`src/rtl/riscv_pkg.sv`:
```
// ============================================================================
// Module  : riscv_pkg
// Brief   : Shared RV32I execute-stage opcodes, forward selects, EX/MEM record
// Revision: 1.0 - initial release
// ============================================================================
`default_nettype none

package riscv_pkg;

  localparam int XLEN   = 32;
  localparam int REG_AW = 5;

  localparam logic [2:0] ALU_ADD = 3'b000;
  localparam logic [2:0] ALU_SUB = 3'b001;
  localparam logic [2:0] ALU_AND = 3'b010;
  localparam logic [2:0] ALU_OR  = 3'b011;
  localparam logic [2:0] ALU_SLT = 3'b101;

  localparam logic [1:0] FWD_REG = 2'b00;
  localparam logic [1:0] FWD_WB  = 2'b01;
  localparam logic [1:0] FWD_MEM = 2'b10;

  typedef struct packed {
    logic              reg_write;
    logic              mem_write;
    logic              result_src;
    logic [REG_AW-1:0] rd;
    logic [XLEN-1:0]   alu_result;
    logic [XLEN-1:0]   write_data;
    logic [XLEN-1:0]   pc_plus4;
  } exmem_t;

  // The reserved select 2'b11 falls back to the register-file value.
  function automatic logic [XLEN-1:0] fwd_mux(
    input logic [1:0]      sel,
    input logic [XLEN-1:0] reg_val,
    input logic [XLEN-1:0] wb_val,
    input logic [XLEN-1:0] mem_val
  );
    case (sel)
      FWD_WB:  return wb_val;
      FWD_MEM: return mem_val;
      default: return reg_val;
    endcase
  endfunction

endpackage

`default_nettype wire

```
`src/rtl/execute_cycle_if.sv`:
```
// ============================================================================
// Module  : execute_cycle_if
// Brief   : ID/EX inputs, forwarding controls and EX/MEM outputs of execute
// Revision: 1.0 - initial release
// ============================================================================
`default_nettype none

interface execute_cycle_if;
  logic        RegWriteE;
  logic        ALU_SrcE;
  logic        MemWriteE;
  logic        ResultSrcE;
  logic        BranchE;
  logic [2:0]  ALUControlE;
  logic [31:0] RD1_E;
  logic [31:0] RD2_E;
  logic [31:0] Imm_Ext_E;
  logic [4:0]  RD_E;
  logic [31:0] PCE;
  logic [31:0] PCPlus4E;
  logic [31:0] ResultW;
  logic [1:0]  ForwardA_E;
  logic [1:0]  ForwardB_E;

  logic        PCSrcE;
  logic [31:0] PCTargetE;
  logic        RegWriteM;
  logic        MemWriteM;
  logic        ResultSrcM;
  logic [4:0]  RD_M;
  logic [31:0] ALU_ResultM;
  logic [31:0] WriteDataM;
  logic [31:0] PCPlus4M;

  modport master (
    output RegWriteE, ALU_SrcE, MemWriteE, ResultSrcE, BranchE, ALUControlE,
           RD1_E, RD2_E, Imm_Ext_E, RD_E, PCE, PCPlus4E, ResultW,
           ForwardA_E, ForwardB_E,
    input  PCSrcE, PCTargetE, RegWriteM, MemWriteM, ResultSrcM, RD_M,
           ALU_ResultM, WriteDataM, PCPlus4M
  );

  modport slave (
    input  RegWriteE, ALU_SrcE, MemWriteE, ResultSrcE, BranchE, ALUControlE,
           RD1_E, RD2_E, Imm_Ext_E, RD_E, PCE, PCPlus4E, ResultW,
           ForwardA_E, ForwardB_E,
    output PCSrcE, PCTargetE, RegWriteM, MemWriteM, ResultSrcM, RD_M,
           ALU_ResultM, WriteDataM, PCPlus4M
  );
endinterface

`default_nettype wire

```
`src/rtl/execute_cycle_alu.sv`:
```
// ============================================================================
// Module  : alu
// Brief   : 32-bit wrap-around ALU (ADD/SUB/AND/OR/SLT) with zero flag
// Revision: 1.0 - initial release
// ============================================================================
`default_nettype none

module alu
  import riscv_pkg::*;
(
  input  logic [31:0] A,
  input  logic [31:0] B,
  input  logic [2:0]  ALUControl,
  output logic [31:0] Result,
  output logic        Zero
);

  always_comb begin
    Result = 32'h0;
    case (ALUControl)
      ALU_ADD: Result = A + B;
      ALU_SUB: Result = A - B;
      ALU_AND: Result = A & B;
      ALU_OR:  Result = A | B;
      ALU_SLT: Result = {31'b0, ($signed(A) < $signed(B))};
      default: Result = 32'h0;
    endcase
  end

  assign Zero = (Result == 32'h0);

endmodule

`default_nettype wire

```
`src/rtl/execute_cycle.sv`:
```
// ============================================================================
// Module  : execute_cycle
// Brief   : RV32I execute stage: forwarding, ALU, branch resolve, EX/MEM reg.
//           Operand forwarding is enabled by defining EXECUTE_FORWARDING_EN.
// Revision: 1.0 - initial release
// ============================================================================
`default_nettype none

module execute_cycle
  import riscv_pkg::*;
(
  input  logic           clk,
  input  logic           rst,
  execute_cycle_if.slave ex
);

  logic [31:0] w_src_a;
  logic [31:0] w_write_data;
  logic [31:0] w_src_b;
  logic [31:0] w_alu_result;
  logic        w_zero;
  exmem_t      r_exmem;

`ifdef EXECUTE_FORWARDING_EN
  // FWD_MEM taps the EX/MEM register, so a back-to-back dependency needs no stall.
  assign w_src_a      = fwd_mux(ex.ForwardA_E, ex.RD1_E, ex.ResultW, r_exmem.alu_result);
  assign w_write_data = fwd_mux(ex.ForwardB_E, ex.RD2_E, ex.ResultW, r_exmem.alu_result);
`else
  logic w_unused_fwd;
  assign w_unused_fwd = ^{ex.ForwardA_E, ex.ForwardB_E, ex.ResultW};
  assign w_src_a      = ex.RD1_E;
  assign w_write_data = ex.RD2_E;
`endif

  assign w_src_b = ex.ALU_SrcE ? ex.Imm_Ext_E : w_write_data;

  alu u_alu (
    .A          (w_src_a),
    .B          (w_src_b),
    .ALUControl (ex.ALUControlE),
    .Result     (w_alu_result),
    .Zero       (w_zero)
  );

  assign ex.PCSrcE    = ex.BranchE & w_zero;
  assign ex.PCTargetE = ex.PCE + ex.Imm_Ext_E;

  always_ff @(posedge clk or negedge rst) begin
    if (!rst) begin
      r_exmem <= '0;
    end else begin
      r_exmem <= '{
        reg_write:  ex.RegWriteE,
        mem_write:  ex.MemWriteE,
        result_src: ex.ResultSrcE,
        rd:         ex.RD_E,
        alu_result: w_alu_result,
        write_data: w_write_data,
        pc_plus4:   ex.PCPlus4E
      };
    end
  end

  assign ex.RegWriteM   = r_exmem.reg_write;
  assign ex.MemWriteM   = r_exmem.mem_write;
  assign ex.ResultSrcM  = r_exmem.result_src;
  assign ex.RD_M        = r_exmem.rd;
  assign ex.ALU_ResultM = r_exmem.alu_result;
  assign ex.WriteDataM  = r_exmem.write_data;
  assign ex.PCPlus4M    = r_exmem.pc_plus4;

endmodule

`default_nettype wire

```
`src/flat_wrapper.sv`:
```
// flat-port wrapper written by rule: the top's interface ports become plain ports
module execute_cycle_flat import riscv_pkg::*;
  (clk, rst, ex_RegWriteE, ex_ALU_SrcE, ex_MemWriteE, ex_ResultSrcE, ex_BranchE, ex_ALUControlE, ex_RD1_E, ex_RD2_E, ex_Imm_Ext_E, ex_RD_E, ex_PCE, ex_PCPlus4E, ex_ResultW, ex_ForwardA_E, ex_ForwardB_E, ex_PCSrcE, ex_PCTargetE, ex_RegWriteM, ex_MemWriteM, ex_ResultSrcM, ex_RD_M, ex_ALU_ResultM, ex_WriteDataM, ex_PCPlus4M);
  execute_cycle_if ex_i ();
  input  logic clk;
  input  logic rst;
  input wire logic [$bits(ex_i.RegWriteE)-1:0] ex_RegWriteE;
  input wire logic [$bits(ex_i.ALU_SrcE)-1:0] ex_ALU_SrcE;
  input wire logic [$bits(ex_i.MemWriteE)-1:0] ex_MemWriteE;
  input wire logic [$bits(ex_i.ResultSrcE)-1:0] ex_ResultSrcE;
  input wire logic [$bits(ex_i.BranchE)-1:0] ex_BranchE;
  input wire logic [$bits(ex_i.ALUControlE)-1:0] ex_ALUControlE;
  input wire logic [$bits(ex_i.RD1_E)-1:0] ex_RD1_E;
  input wire logic [$bits(ex_i.RD2_E)-1:0] ex_RD2_E;
  input wire logic [$bits(ex_i.Imm_Ext_E)-1:0] ex_Imm_Ext_E;
  input wire logic [$bits(ex_i.RD_E)-1:0] ex_RD_E;
  input wire logic [$bits(ex_i.PCE)-1:0] ex_PCE;
  input wire logic [$bits(ex_i.PCPlus4E)-1:0] ex_PCPlus4E;
  input wire logic [$bits(ex_i.ResultW)-1:0] ex_ResultW;
  input wire logic [$bits(ex_i.ForwardA_E)-1:0] ex_ForwardA_E;
  input wire logic [$bits(ex_i.ForwardB_E)-1:0] ex_ForwardB_E;
  output wire logic [$bits(ex_i.PCSrcE)-1:0] ex_PCSrcE;
  output wire logic [$bits(ex_i.PCTargetE)-1:0] ex_PCTargetE;
  output wire logic [$bits(ex_i.RegWriteM)-1:0] ex_RegWriteM;
  output wire logic [$bits(ex_i.MemWriteM)-1:0] ex_MemWriteM;
  output wire logic [$bits(ex_i.ResultSrcM)-1:0] ex_ResultSrcM;
  output wire logic [$bits(ex_i.RD_M)-1:0] ex_RD_M;
  output wire logic [$bits(ex_i.ALU_ResultM)-1:0] ex_ALU_ResultM;
  output wire logic [$bits(ex_i.WriteDataM)-1:0] ex_WriteDataM;
  output wire logic [$bits(ex_i.PCPlus4M)-1:0] ex_PCPlus4M;
  assign ex_i.RegWriteE = ex_RegWriteE;
  assign ex_i.ALU_SrcE = ex_ALU_SrcE;
  assign ex_i.MemWriteE = ex_MemWriteE;
  assign ex_i.ResultSrcE = ex_ResultSrcE;
  assign ex_i.BranchE = ex_BranchE;
  assign ex_i.ALUControlE = ex_ALUControlE;
  assign ex_i.RD1_E = ex_RD1_E;
  assign ex_i.RD2_E = ex_RD2_E;
  assign ex_i.Imm_Ext_E = ex_Imm_Ext_E;
  assign ex_i.RD_E = ex_RD_E;
  assign ex_i.PCE = ex_PCE;
  assign ex_i.PCPlus4E = ex_PCPlus4E;
  assign ex_i.ResultW = ex_ResultW;
  assign ex_i.ForwardA_E = ex_ForwardA_E;
  assign ex_i.ForwardB_E = ex_ForwardB_E;
  assign ex_PCSrcE = ex_i.PCSrcE;
  assign ex_PCTargetE = ex_i.PCTargetE;
  assign ex_RegWriteM = ex_i.RegWriteM;
  assign ex_MemWriteM = ex_i.MemWriteM;
  assign ex_ResultSrcM = ex_i.ResultSrcM;
  assign ex_RD_M = ex_i.RD_M;
  assign ex_ALU_ResultM = ex_i.ALU_ResultM;
  assign ex_WriteDataM = ex_i.WriteDataM;
  assign ex_PCPlus4M = ex_i.PCPlus4M;
  execute_cycle u_core (.clk(clk), .rst(rst), .ex(ex_i));
endmodule
```
`config.mk`:
```
export PLATFORM = sky130hd
export DESIGN_NAME = execute_cycle_flat
export DESIGN_NICKNAME = d
export VERILOG_FILES = /design/src/rtl/riscv_pkg.sv /design/src/rtl/execute_cycle_if.sv /design/src/rtl/execute_cycle_alu.sv /design/src/rtl/execute_cycle.sv /design/src/flat_wrapper.sv
export SDC_FILE = /design/constraint.sdc
export NUM_CORES = 1
export LEC_CHECK = 0
export BUFFER_PORTS_ARGS = -buffer_cell sky130_fd_sc_hd__buf_2
export CAP_MARGIN = 20
export CELL_PAD_IN_SITES_DETAIL_PLACEMENT = 2
export CELL_PAD_IN_SITES_GLOBAL_PLACEMENT = 2
export CORE_UTILIZATION = 29
export CTS_CLUSTER_DIAMETER = 120
export DETAILED_ROUTE_END_ITERATION = 7
export GPL_ROUTABILITY_DRIVEN = 0
export PLACE_DENSITY_LB_ADDON = 0.1
export SLEW_MARGIN = 15
export SYNTH_ARGS = -nofsm -noshare
export SYNTH_HDL_FRONTEND = slang
export SYNTH_SLANG_ARGS = --single-unit
```
`constraint.sdc`:
```
create_clock -name clk -period 5.3 [get_ports clk]
set_input_delay 0.265 -clock clk [delete_from_list [all_inputs] [get_ports clk]]
set_output_delay 0.265 -clock clk [all_outputs]
set_load 0.005 [all_outputs]
```
==> out/results.ini, run 1 <==
[clock_tree]
cts_tree = yes
clock_path_buffers = 2
cts_sinks = 104
cts.root.buffer_cell = clkbuf_16
cts_htree_levels = 3
cts-buffers-inserted = 9
clk_pin_slew_ns = 0.08

[synthesis]
post_synth_inst_count = 1157
synth_common_cells = 127 x ha_1, 112 x inv_1, 104 x dfrtp_1, 99 x a21oi_1, 99 x nor2_1
postSynth.asyncResetShare_pct = 100.0
synth.most_common_cell = ha_1
ys_warn_count = 0
post_synth_num_cell_types = 86
post-synth-top-area-fraction_pct = 26.76
synth-seq-area-share_pct = 26.76
ys.flop_type = dfrtp_1
number_of_flops_mapped_to_enable_cells_by_yosys = 0
syn-mean-instance-area_sq_um = 8.406
yosys.area.top_type = dfrtp_1
post_synth_design_cell_area_sq_um = 9726
mappedNetlistNets = 1498
synth-seq-cells = 104
synth.top_cells.by_area = dfrtp_1 27%, ha_1 16%, a21oi_1 5.1%

[sta]
max_transition_viols_final = 0
timing.final.crit_period_ns = 5.137
tns_ns = 0
final-setup-viol-count = 0
timing.slew.headroom_pct = 33.34
whs_ns = 0.01585
worst_pin_slew_ns = 0.9969
max_freq_mhz = 194.7
period_share_pct = 96.93
finalHoldViolCount = 0

[grt]
globalRoute.totalOverflow = 0
largest_net_degree_at_the_start_of_global_routing = 85
global_route.usage.total_pct = 25.17
vias_in_the_first_global_route = 11120
grt_antenna_before_repair = 2
first_pass_grt_wire_length_microns = 64880

[critical_path]
endpoint_kind = primary output
timing.critical_path.from_type = input port
worstPathRequired_ns = 5.04
cp_max_stage_cell = dlygate4sd3_1
cell_type_with_the_highest_occurrence_count_on_the_critical_path = buf_2
worstPathMaxFanout = 7
slowest_delay_ns = 0.55
critical_path.cell_chain = dlygate4sd3_1, buf_2, mux2i_1, ha_2, or3_1, nor2_2, o211ai_1, a32oi_1, a22oi_1, o41ai_1, nor3_1, o32ai_1, xnor2_1, o21a_1, nor4_4, buf_2
path_class = input port to primary output
worst-endpoint-arrival_ns = 4.87

[routing]
wirelength_microns = 43410
vias = 10310
drcViolationCount = 0
drt-vias-per-instance = 5.234
wl_per_cell_microns = 22.05
detailedRoute.firstPassIterationCount = 4
drt-initial-drc-count = 484
antenna_left = 0

[floorplan]
core.rowCount = 66
start_util_pct = 29.67
chipHeight_microns = 185.1
die_area_sq_um = 34270
floorplan.io_pins = 348
core_area_sq_um = 32780
die_width_microns = 185.1

[layout]
final_layout_size_suffix_gt1_share_pct = 25.75
filler_cell_count = 3716
utilization_after_layout_pct = 39.27
postLayoutCellArea_sq_um = 12870
final_nets = 1862
area_growth_syn_to_layout_pct = 32.38

[power]
max-vdd-ir-drop_mv = 0.1640
power-per-cell-area_nw_per_um2 = 227.9
static-leakage-power_uw = 0.006406

[place]
placement.io_buffers = 311
cell_area_reported_after_detailed_placement_sq_um = 11830
detailed_place_hpwl_microns = 33440

[min_path]
min_path_type = input port to register
hold_path_end = u_core.ex.WriteDataM[22]
holdCritStartpoint = ex_RD2_E[22]
worstHoldPathCells = 1

[status]
status = finished clean

[job]
max-cap-violations = 0

## cells in the final DEF (no fill, tap or decap), types with 10 or more instances in the layout
cell type	instances
dlygate4sd3_1	68
dfrtp_1	104
inv_1	112
o21ai_0	59
xor2_1	10
mux2i_1	40
a21oi_1	98
nand2b_1	13
xnor2_1	37
nand2_1	59
a21o_1	30
nor2_1	97
o21a_1	11
o211ai_1	16
buf_2	309
nand3_1	32
or3_1	11
ha_1	124
nor3_1	27
nand4_1	13
buf_4	24
a211oi_1	19
nor2b_1	12
o22ai_1	12
## report_power, final
part | total (uW) | internal (uW) | switching [uW]
Sequential | 874 | 851 | 22.8
Clock | 771 | 382 | 389
Combinational | 1290 | 524 | 766
## routing by layer
layer	vias up	track usage (%)	part of all wire, %
met3	51	5.053	5.4
met5	-	0	0.039
li1	4861	-	-
met1	5096	31.16	44
met2	295	43.11	48
met4	2	8.826	2.4
## worst max-delay path by stage
stage                      from         to  slack (ns)  cells after the start
floorplan           ex_ALU_SrcE  ex_PCSrcE        0.81                     16
global placement    ex_ALU_SrcE  ex_PCSrcE        0.26                     15
detailed placement  ex_ALU_SrcE  ex_PCSrcE        0.19                     17
CTS                 ex_RD2_E[3]  ex_PCSrcE        0.08                     16
global route        ex_RD2_E[8]  ex_PCSrcE       -0.02                     17
finish              ex_RD2_E[9]  ex_PCSrcE        0.16                     16
## kinds of logic after synthesis
kind of cell             after synthesis  share of synthesized area (%)
AO/OA/AOI/OAI                        350                          24.41
XOR/XNOR                              47                          4.233
adder cells (fa/ha/maj)              130                          16.96
buffers and inverters                162                          6.613
flip-flops                           104                          26.76
multiplexers                          42                          4.335
AND/OR/NAND/NOR                      322                          16.70
## state kept, by name, summed over array words and instances, names as in the netlist
register and count:
u_core.ex.RegWriteM 1, u_core.ex.WriteDataM 32, u_core.ex.MemWriteM 1, u_core.ex.ALU_ResultM 32, u_core.ex.PCPlus4M 32, u_core.ex.RD_M 5
u_core.ex.ResultSrcM 1
## metrics by stage
step / worst slack [ns] / total power, uW / cells
4_1_cts: 0.07686 / 2935 / 1968
3_5_place_dp: 0.1863 / 2114 / 1884
6_report: 0.1628 / 2934 / 1969
3_3_place_gp: 0.2557 / 2084 / 1884
5_1_grt: -0.01825 / 3103 / 1968
2_1_floorplan: 0.8115 / 1606 / 1157
## repair_timing
| item | 4_1_cts | 5_1_grt |
|---|---|---|
| endpoints found under the hold margin | 112 | 0 |
| endpoints found under the setup margin | 0 | 1 |
| hold buffers | 68 | 0 |
| resized for setup | 0 | 10 |
| setup buffers | 0 | 0 |
## critical path, delay by kind of cell
| kind | cells | cell delay [ns] |
|---|---|---|
| compound gates | 6 | 1.93 |
| xor+xnor | 1 | 0.13 |
| buf+inv | 3 | 0.88 |
| simple gates | 4 | 1.02 |
| mux | 1 | 0.24 |
| fa+ha+maj | 1 | 0.39 |
## layout make-up
cell class / instances / area (sq um) / area share, %
Timing Repair Buffer: 403 / 2447 / 19.01
Clock buffer: 9 / 225.2 / 1.749
Tap cell: 442 / 553.0 / 4.295
Sequential cell: 104 / 2603 / 20.21
Clock inverter: 7 / 98.84 / 0.7677
Antenna cell: 1 / 2.502 / 0.01944
Inverter: 112 / 420.4 / 3.265
Multi-Input combinational cell: 891 / 6525 / 50.68
No activity file was read; power rests on OpenSTA's default activity.
==> run 2, diff against run 1 <==
--- a/config.mk
+++ b/config.mk
@@ -5,11 +5,12 @@
 export SDC_FILE = /design/constraint.sdc
 export NUM_CORES = 1
 export LEC_CHECK = 0
+export ABC_AREA = 1
 export BUFFER_PORTS_ARGS = -buffer_cell sky130_fd_sc_hd__buf_2
 export CAP_MARGIN = 20
 export CELL_PAD_IN_SITES_DETAIL_PLACEMENT = 2
 export CELL_PAD_IN_SITES_GLOBAL_PLACEMENT = 2
-export CORE_UTILIZATION = 29
+export CORE_UTILIZATION = 27
 export CTS_CLUSTER_DIAMETER = 120
 export DETAILED_ROUTE_END_ITERATION = 7
 export GPL_ROUTABILITY_DRIVEN = 0
==> out/results.ini, run 2 <==
[floorplan]
chipHeight_microns = 202.0  ; +9.1%
die_width_microns = 202.0  ; +9.1%
floorplan.io_pins = 348  ; unchanged
die_area_sq_um = 40800  ; +19%
start_util_pct = 27.68  ; -2.0 points
core.rowCount = 72  ; +9.1%
core_area_sq_um = 39010  ; +19%

[synthesis]
synth.most_common_cell = nand2_1
synth-seq-cells = 104  ; unchanged
mappedNetlistNets = 2080  ; +39%
post_synth_design_cell_area_sq_um = 10800  ; +11%
number_of_flops_mapped_to_enable_cells_by_yosys = 0  ; unchanged
ys.flop_type = dfrtp_1
yosys.area.top_type = dfrtp_1
ys_warn_count = 0  ; unchanged
synth-seq-area-share_pct = 24.10  ; -2.7 points
syn-mean-instance-area_sq_um = 6.209  ; -26%
postSynth.asyncResetShare_pct = 100.0  ; unchanged
synth_common_cells = 472 x nand2_1, 323 x inv_1, 203 x nor2_1, 142 x nand3_1, 127 x ha_1
post-synth-top-area-fraction_pct = 24.10  ; -2.7 points
synth.top_cells.by_area = dfrtp_1 24%, nand2_1 16%, ha_1 15%
post_synth_num_cell_types = 40  ; -53%
post_synth_inst_count = 1739  ; +50%

[clock_tree]
cts_repair_resize_count = 0  ; unchanged
post-cts-setup-buffer-count = 0  ; unchanged
cts_htree_levels = 3  ; unchanged
cts_tree = yes
cts-buffers-inserted = 9  ; unchanged
cts_sinks = 104  ; unchanged
clock_path_buffers = 2  ; unchanged
cts.root.buffer_cell = clkbuf_16
clk_pin_slew_ns = 0.07  ; about the same

[sta]
final_critical_path_setup_slack_ns = 0.7526  ; +0.5898 ns
tns_ns = 0  ; unchanged
final-setup-viol-count = 0  ; unchanged
max_transition_viols_final = 0  ; unchanged
timing.final.crit_period_ns = 4.547  ; -0.5898 ns
timing.slew.headroom_pct = 39.74  ; +6.4 points
period_share_pct = 85.80  ; -11 points
worst_pin_slew_ns = 0.9029  ; -0.09400 ns
finalHoldViolCount = 0  ; unchanged
max_freq_mhz = 219.9  ; +13%
grt_setup_unrepaired = no

[routing]
drt-initial-drc-count = 427  ; -12%
drt-vias-per-instance = 4.862  ; -7.1%
wirelength_microns = 51060  ; +18%
wl_per_cell_microns = 19.46  ; -12%
antenna_left = 0  ; unchanged
detailedRoute.firstPassIterationCount = 5  ; +1
vias = 12760  ; +24%
drcViolationCount = 0  ; unchanged

[power]
power-per-cell-area_nw_per_um2 = 213.7  ; -6.2%
power.share.clock_pct = 24.6  ; -1.7 points
sw_frac_of_total_pct = 43.01  ; +2.9 points
p_int_uw = 1690  ; -3.8%
static-leakage-power_uw = 0.007871  ; +23%
power_frac_seq_pct = 29.2  ; -0.6 points
max-vdd-ir-drop_mv = 0.1651  ; +0.66%
power_frac_comb_pct = 46.3  ; +2.4 points
power.switching_uw = 1276  ; +8.4%

[critical_path]
path_class = input port to primary output
worstPathRequired_ns = 5.04  ; about the same
timing.critical_path.from_type = input port
endpoint_kind = primary output
worst-endpoint-arrival_ns = 4.28  ; -0.59 ns
worstPathMaxFanout = 9  ; +2

[grt]
globalRoute.totalOverflow = 0  ; unchanged
largest_net_degree_at_the_start_of_global_routing = 65  ; -24%
vias_in_the_first_global_route = 14280  ; +28%
grt_antenna_before_repair = 8  ; +6
global_route.usage.total_pct = 25.22  ; +0.051 points
first_pass_grt_wire_length_microns = 79010  ; +22%

[place]
detailed_place_hpwl_microns = 42660  ; +28%
pre_cts_slack_ns = 1.098  ; +0.9122 ns
cell_area_reported_after_detailed_placement_sq_um = 12880  ; +9.0%
placement.io_buffers = 311  ; unchanged

[min_path]
min_path_type = input port to register
hold_path_end = u_core.ex.WriteDataM[22]
worstHoldPathCells = 1  ; unchanged
holdCritStartpoint = ex_RD2_E[22]

[status]
status = finished clean

[layout]
most_common_library_cell_in_the_layout_ignoring_fill_and_taps = nand2_1
leading_cell_types_in_the_layout_fill_and_taps_excluded = 472 x nand2_1, 323 x inv_1, 310 x buf_2, 203 x nor2_1, 141 x nand3_1
area_growth_syn_to_layout_pct = 28.56
final_layout_size_suffix_gt1_share_pct = 16.32  ; -9.4 points
postLayoutCellArea_sq_um = 13880  ; +7.8%
final_nets = 2439  ; +31%

[job]
max-cap-violations = 0  ; unchanged

-- run 2: cell types whose count changed after synthesis, sizes merged, moves of 13 or more --
cell and change:
nand3 +111, nor2 +104, a21o -28, clkbuf -13, xnor2 -28, inv +213
o211ai -15, nand2 +414, a211oi -20, nand2b -14, o21ai +32, mux2i -41
-- run 2: power groups by stage --
| stage | registers (uW) | logic (uW) | clock network [uW] |
|---|---|---|---|
| final | 865 | 1370 | 729 |
| after global routing | 871 | 1530 | 778 |
| after CTS | 864 | 1370 | 759 |
| after detailed placement | 880 | 1320 | 0 |
| after global placement | 878 | 1280 | 0 |
| after floorplan | 890 | 752 | 0 |
-- run 2: worst max-delay path by stage --
stage / startpoint / endpoint / slack [ns] / depth (start not counted)
finish: ex_RD2_E[2] / ex_PCSrcE / 0.75 / 22
global route: ex_RD2_E[2] / ex_PCSrcE / 0.47 / 22
CTS: ex_RD2_E[2] / ex_PCSrcE / 0.78 / 22
detailed placement: ex_ALU_SrcE / ex_PCSrcE / 1.10 / 22
global placement: ex_ALU_SrcE / ex_PCSrcE / 1.20 / 16
floorplan: ex_ALU_SrcE / ex_PCSrcE / 2.21 / 22
-- run 2: critical path: stages --
cell and delay (ns):
dlygate4sd3_1 0.53, buf_2 0.13, o21ai_0 0.47, ha_1 0.49, inv_1 0.22, nand2_1 0.10, nand2_1 0.14, nand3_1 0.12
nand2_1 0.13, nand2_1 0.08, nand2_1 0.19, nand2_1 0.12, nand3_1 0.09, nand2_1 0.18, nand2_1 0.10, nand2_1 0.05
nand2_1 0.22, nand3_1 0.23, nor2_1 0.14, nand3_1 0.08, nor2_1 0.08, buf_2 0.13
-- run 2: repair_timing --
item	CTS	global route
hold buffers	69	0
endpoints found under the hold margin	114	0
setup endpoints to repair	0	0
-- run 2: layer usage --
layer	routed length [microns]	GRT usage (%)	vias to the layer above
li1	-	-	6167
met1	23830	32.54	6229
met2	24070	43.45	297
met3	1896	3.128	55
met4	1193	8.009	10
met5	69	0	-
-- run 2: final cells by class --
cell class / instances / area (sq um)
Sequential cell: 104 / 2603
Clock buffer: 9 / 225.2
Clock inverter: 6 / 72.57
Antenna cell: 4 / 10.01
Multi-Input combinational cell: 1271 / 6793
Fill cell: 4880 / 25130
Inverter: 326 / 1224
Timing Repair Buffer: 386 / 2307
Tap cell: 518 / 648.1
-- run 2: cell families after synthesis --
family | share of synthesized area (%)
flip-flops | 24.10
AND/OR/NAND/NOR | 33.01
XOR/XNOR | 2.433
buffers and inverters | 13.04
AO/OA/AOI/OAI | 12.14
adder cells (fa/ha/maj) | 15.27
-- run 2: stage by stage --
stage	hold slack (ns)	cells	power [uW]	utilization, %
4_1_cts	0.002086	2620	2998	35.56
3_5_place_dp	0.3364	2536	2204	33.03
2_1_floorplan	-0.03059	1739	1642	-
3_3_place_gp	0.3292	2536	2158	33.03
5_1_grt	0.02237	2622	3181	35.58
6_report	0.02105	2624	2966	35.59
==> run 3, diff against run 2 <==
--- a/config.mk
+++ b/config.mk
@@ -13,7 +13,6 @@
 export CORE_UTILIZATION = 27
 export CTS_CLUSTER_DIAMETER = 120
 export DETAILED_ROUTE_END_ITERATION = 7
-export GPL_ROUTABILITY_DRIVEN = 0
 export PLACE_DENSITY_LB_ADDON = 0.1
 export SLEW_MARGIN = 15
 export SYNTH_ARGS = -nofsm -noshare
==> constraint.sdc (replaced) <==
create_clock -name clk -period 5.06 [get_ports clk]
set_input_delay 0.506 -clock clk [delete_from_list [all_inputs] [get_ports clk]]
set_output_delay 0.506 -clock clk [all_outputs]
set_load 0.005 [all_outputs]
==> out/results.ini, run 3 (synthesis gave the netlist of run 2 again) <==
[layout]
area_growth_syn_to_layout_pct = 23.77
final_nets = 2391  ; -2.0%
register_area_sq_um = 2603  ; unchanged
utilization_after_layout_pct = 34.26  ; -1.3 points
filler_cell_count = 4893  ; +0.27%
multi_input_comb_area_sq_um = 6788  ; about the same
most_common_library_cell_in_the_layout_ignoring_fill_and_taps = nand2_1
leading_cell_types_in_the_layout_fill_and_taps_excluded = 472 x nand2_1, 323 x inv_1, 310 x buf_2, 203 x nor2_1, 142 x nand3_1
final_layout_size_suffix_gt1_share_pct = 17.71  ; +1.4 points

[critical_path]
slowest_delay_ns = 0.61  ; +0.08 ns
critical_path.cell_chain = buf_2, buf_4, buf_4, o21ai_0, ha_1, inv_1, nor3_1, nand2_1, nor2_1, nor2_1, nand2_1, nand2_1, nand3_1, nand3_1, nor2_1, nand3_1, nor2_1, buf_2
endpoint_kind = primary output
worst-endpoint-arrival_ns = 4.06  ; -0.22 ns
cp_max_stage_cell = ha_1
critical_path.n_buffers_inverters = 5  ; +1
worstPathMaxFanout = 21  ; +12
path_class = input port to primary output
timing.critical_path.from_type = input port
crit_family = simple AND/OR/NAND/NOR gates
worstPathRequired_ns = 4.55  ; -0.49 ns
cell_type_with_the_highest_occurrence_count_on_the_critical_path = nor2_1

[min_path]
min_path_type = input port to async pin

[routing]
drt-vias-per-instance = 4.848  ; -0.29%
detailedRoute.firstPassIterationCount = 5  ; unchanged
drt-initial-drc-count = 456  ; +6.8%
vias = 12480  ; -2.2%
wirelength_microns = 49420  ; -3.2%
wl_per_cell_microns = 19.19  ; -1.4%
drcViolationCount = 0  ; unchanged
antenna_left = 0  ; unchanged

[grt]
first_pass_grt_wire_length_microns = 75980  ; -3.8%
grt_antenna_before_repair = 7  ; -1
globalRoute.totalOverflow = 0  ; unchanged
global_route.usage.total_pct = 24.37  ; -0.86 points
largest_net_degree_at_the_start_of_global_routing = 59  ; -9.2%
vias_in_the_first_global_route = 13830  ; -3.2%

[clock_tree]
cts_sinks = 104  ; unchanged
cts.hold.buffers_added = 0  ; -100%
cts_htree_levels = 3  ; unchanged
clk_pin_slew_ns = 0.09  ; +0.02 ns
post-cts-setup-buffer-count = 0  ; unchanged
cts-buffers-inserted = 9  ; unchanged
clock_path_buffers = 2  ; unchanged
cts_repair_resize_count = 0  ; unchanged
cts_tree = yes
cts.root.buffer_cell = clkbuf_16

[power]
power.share.clock_pct = 26.8  ; +2.2 points
max-vdd-ir-drop_mv = 0.1780  ; +7.8%
power_frac_comb_pct = 44.5  ; -1.8 points
power.switching_uw = 1332  ; +4.4%
p_int_uw = 1817  ; +7.5%
static-leakage-power_uw = 0.007691  ; -2.3%
power-per-cell-area_nw_per_um2 = 235.6  ; +10%
power_frac_seq_pct = 28.7  ; -0.5 points
sw_frac_of_total_pct = 42.31  ; -0.71 points

[sta]
timing.final.crit_period_ns = 4.567
period_share_pct = 90.26
grt_setup_unrepaired = no
tns_ns = 0  ; unchanged
final-setup-viol-count = 0  ; unchanged
timing.slew.headroom_pct = 44.43  ; +4.7 points
worst_pin_slew_ns = 0.8248  ; -0.07810 ns
max_transition_viols_final = 0  ; unchanged
finalHoldViolCount = 0  ; unchanged
max_freq_mhz = 219.0

[place]
placement.io_buffers = 311  ; unchanged
finalWeightedCongestion = 0.8893
detailed_place_hpwl_microns = 43290  ; +1.5%

[floorplan]
start_util_pct = 27.68  ; unchanged
die_width_microns = 202.0  ; unchanged
chipHeight_microns = 202.0  ; unchanged
core.rowCount = 72  ; unchanged
die_area_sq_um = 40800  ; unchanged
core_area_sq_um = 39010  ; unchanged
floorplan.io_pins = 348  ; unchanged

[status]
status = finished clean

[job]
max-cap-violations = 0  ; unchanged

## run 3: cell types whose count changed in the layout (fill, tap and decap cells not counted)
cell           delta
buf_12            -1
buf_4            +22
bufinv_16         +1
clkbuf_8          +1
clkinv_2          -1
clkinvlp_4        +1
diode_2           -2
dlygate4sd3_1    -69
inv_6             -1
nand3_1           +1
nand3_2           -1
## run 3: metal layers
layer,track usage [%],vias to the layer above,wire length [microns]
met5,0,-,74
met4,6.683,12,1113
met3,4.499,68,2504
met2,41.30,312,23020
met1,31.44,6021,22710
li1,-,6070,-
## run 3: worst paths after layout
check	from	cells past startpoint	endpoint	slack, ns
worst max-delay path	ex_ALU_SrcE	18	ex_PCSrcE	0.49
worst min-delay path	rst	1	u_core.ex.ALU_ResultM[7]	0.14
max in group asynchronous	rst	2	u_core.ex.PCPlus4M[12]	3.74
min in group clk	ex_RD2_E[30]	1	u_core.ex.WriteDataM[30]	0.22
## run 3: layout make-up
cell class | count | share of cell area, %
inverter | 326 | 9.156
clock buffer | 10 | 1.788
timing repair buffer | 338 | 13.18
clock inverter | 6 | 0.7209
sequential | 104 | 19.47
multi-input combinational | 1271 | 50.79
tap | 518 | 4.850
antenna | 2 | 0.03745
## run 3: per-stage QoR
stage | hold slack (ns) | instance area [sq um] | setup WS [ns] | cells | total power, uW
final | 0.1417 | 13360 | 0.4930 | 2575 | 3149
after global routing | 0.1859 | 13360 | 0.04158 | 2573 | 3384
after CTS | 0.1499 | 13360 | 0.3902 | 2573 | 3199
after detailed placement | 0.5760 | 13020 | 0.4019 | 2557 | 2327
after global placement | 0.5695 | 13020 | 0.3875 | 2557 | 2282
after floorplan | 0.2104 | 10800 | 1.489 | 1739 | 1720
## run 3: power by group through the flow
stage	sequential, uW	combinational [uW]	clock, uW
floorplan	933	787	0
global placement	919	1360	0
detailed placement	922	1410	0
CTS	905	1410	879
global route	910	1570	900
finish	904	1400	844
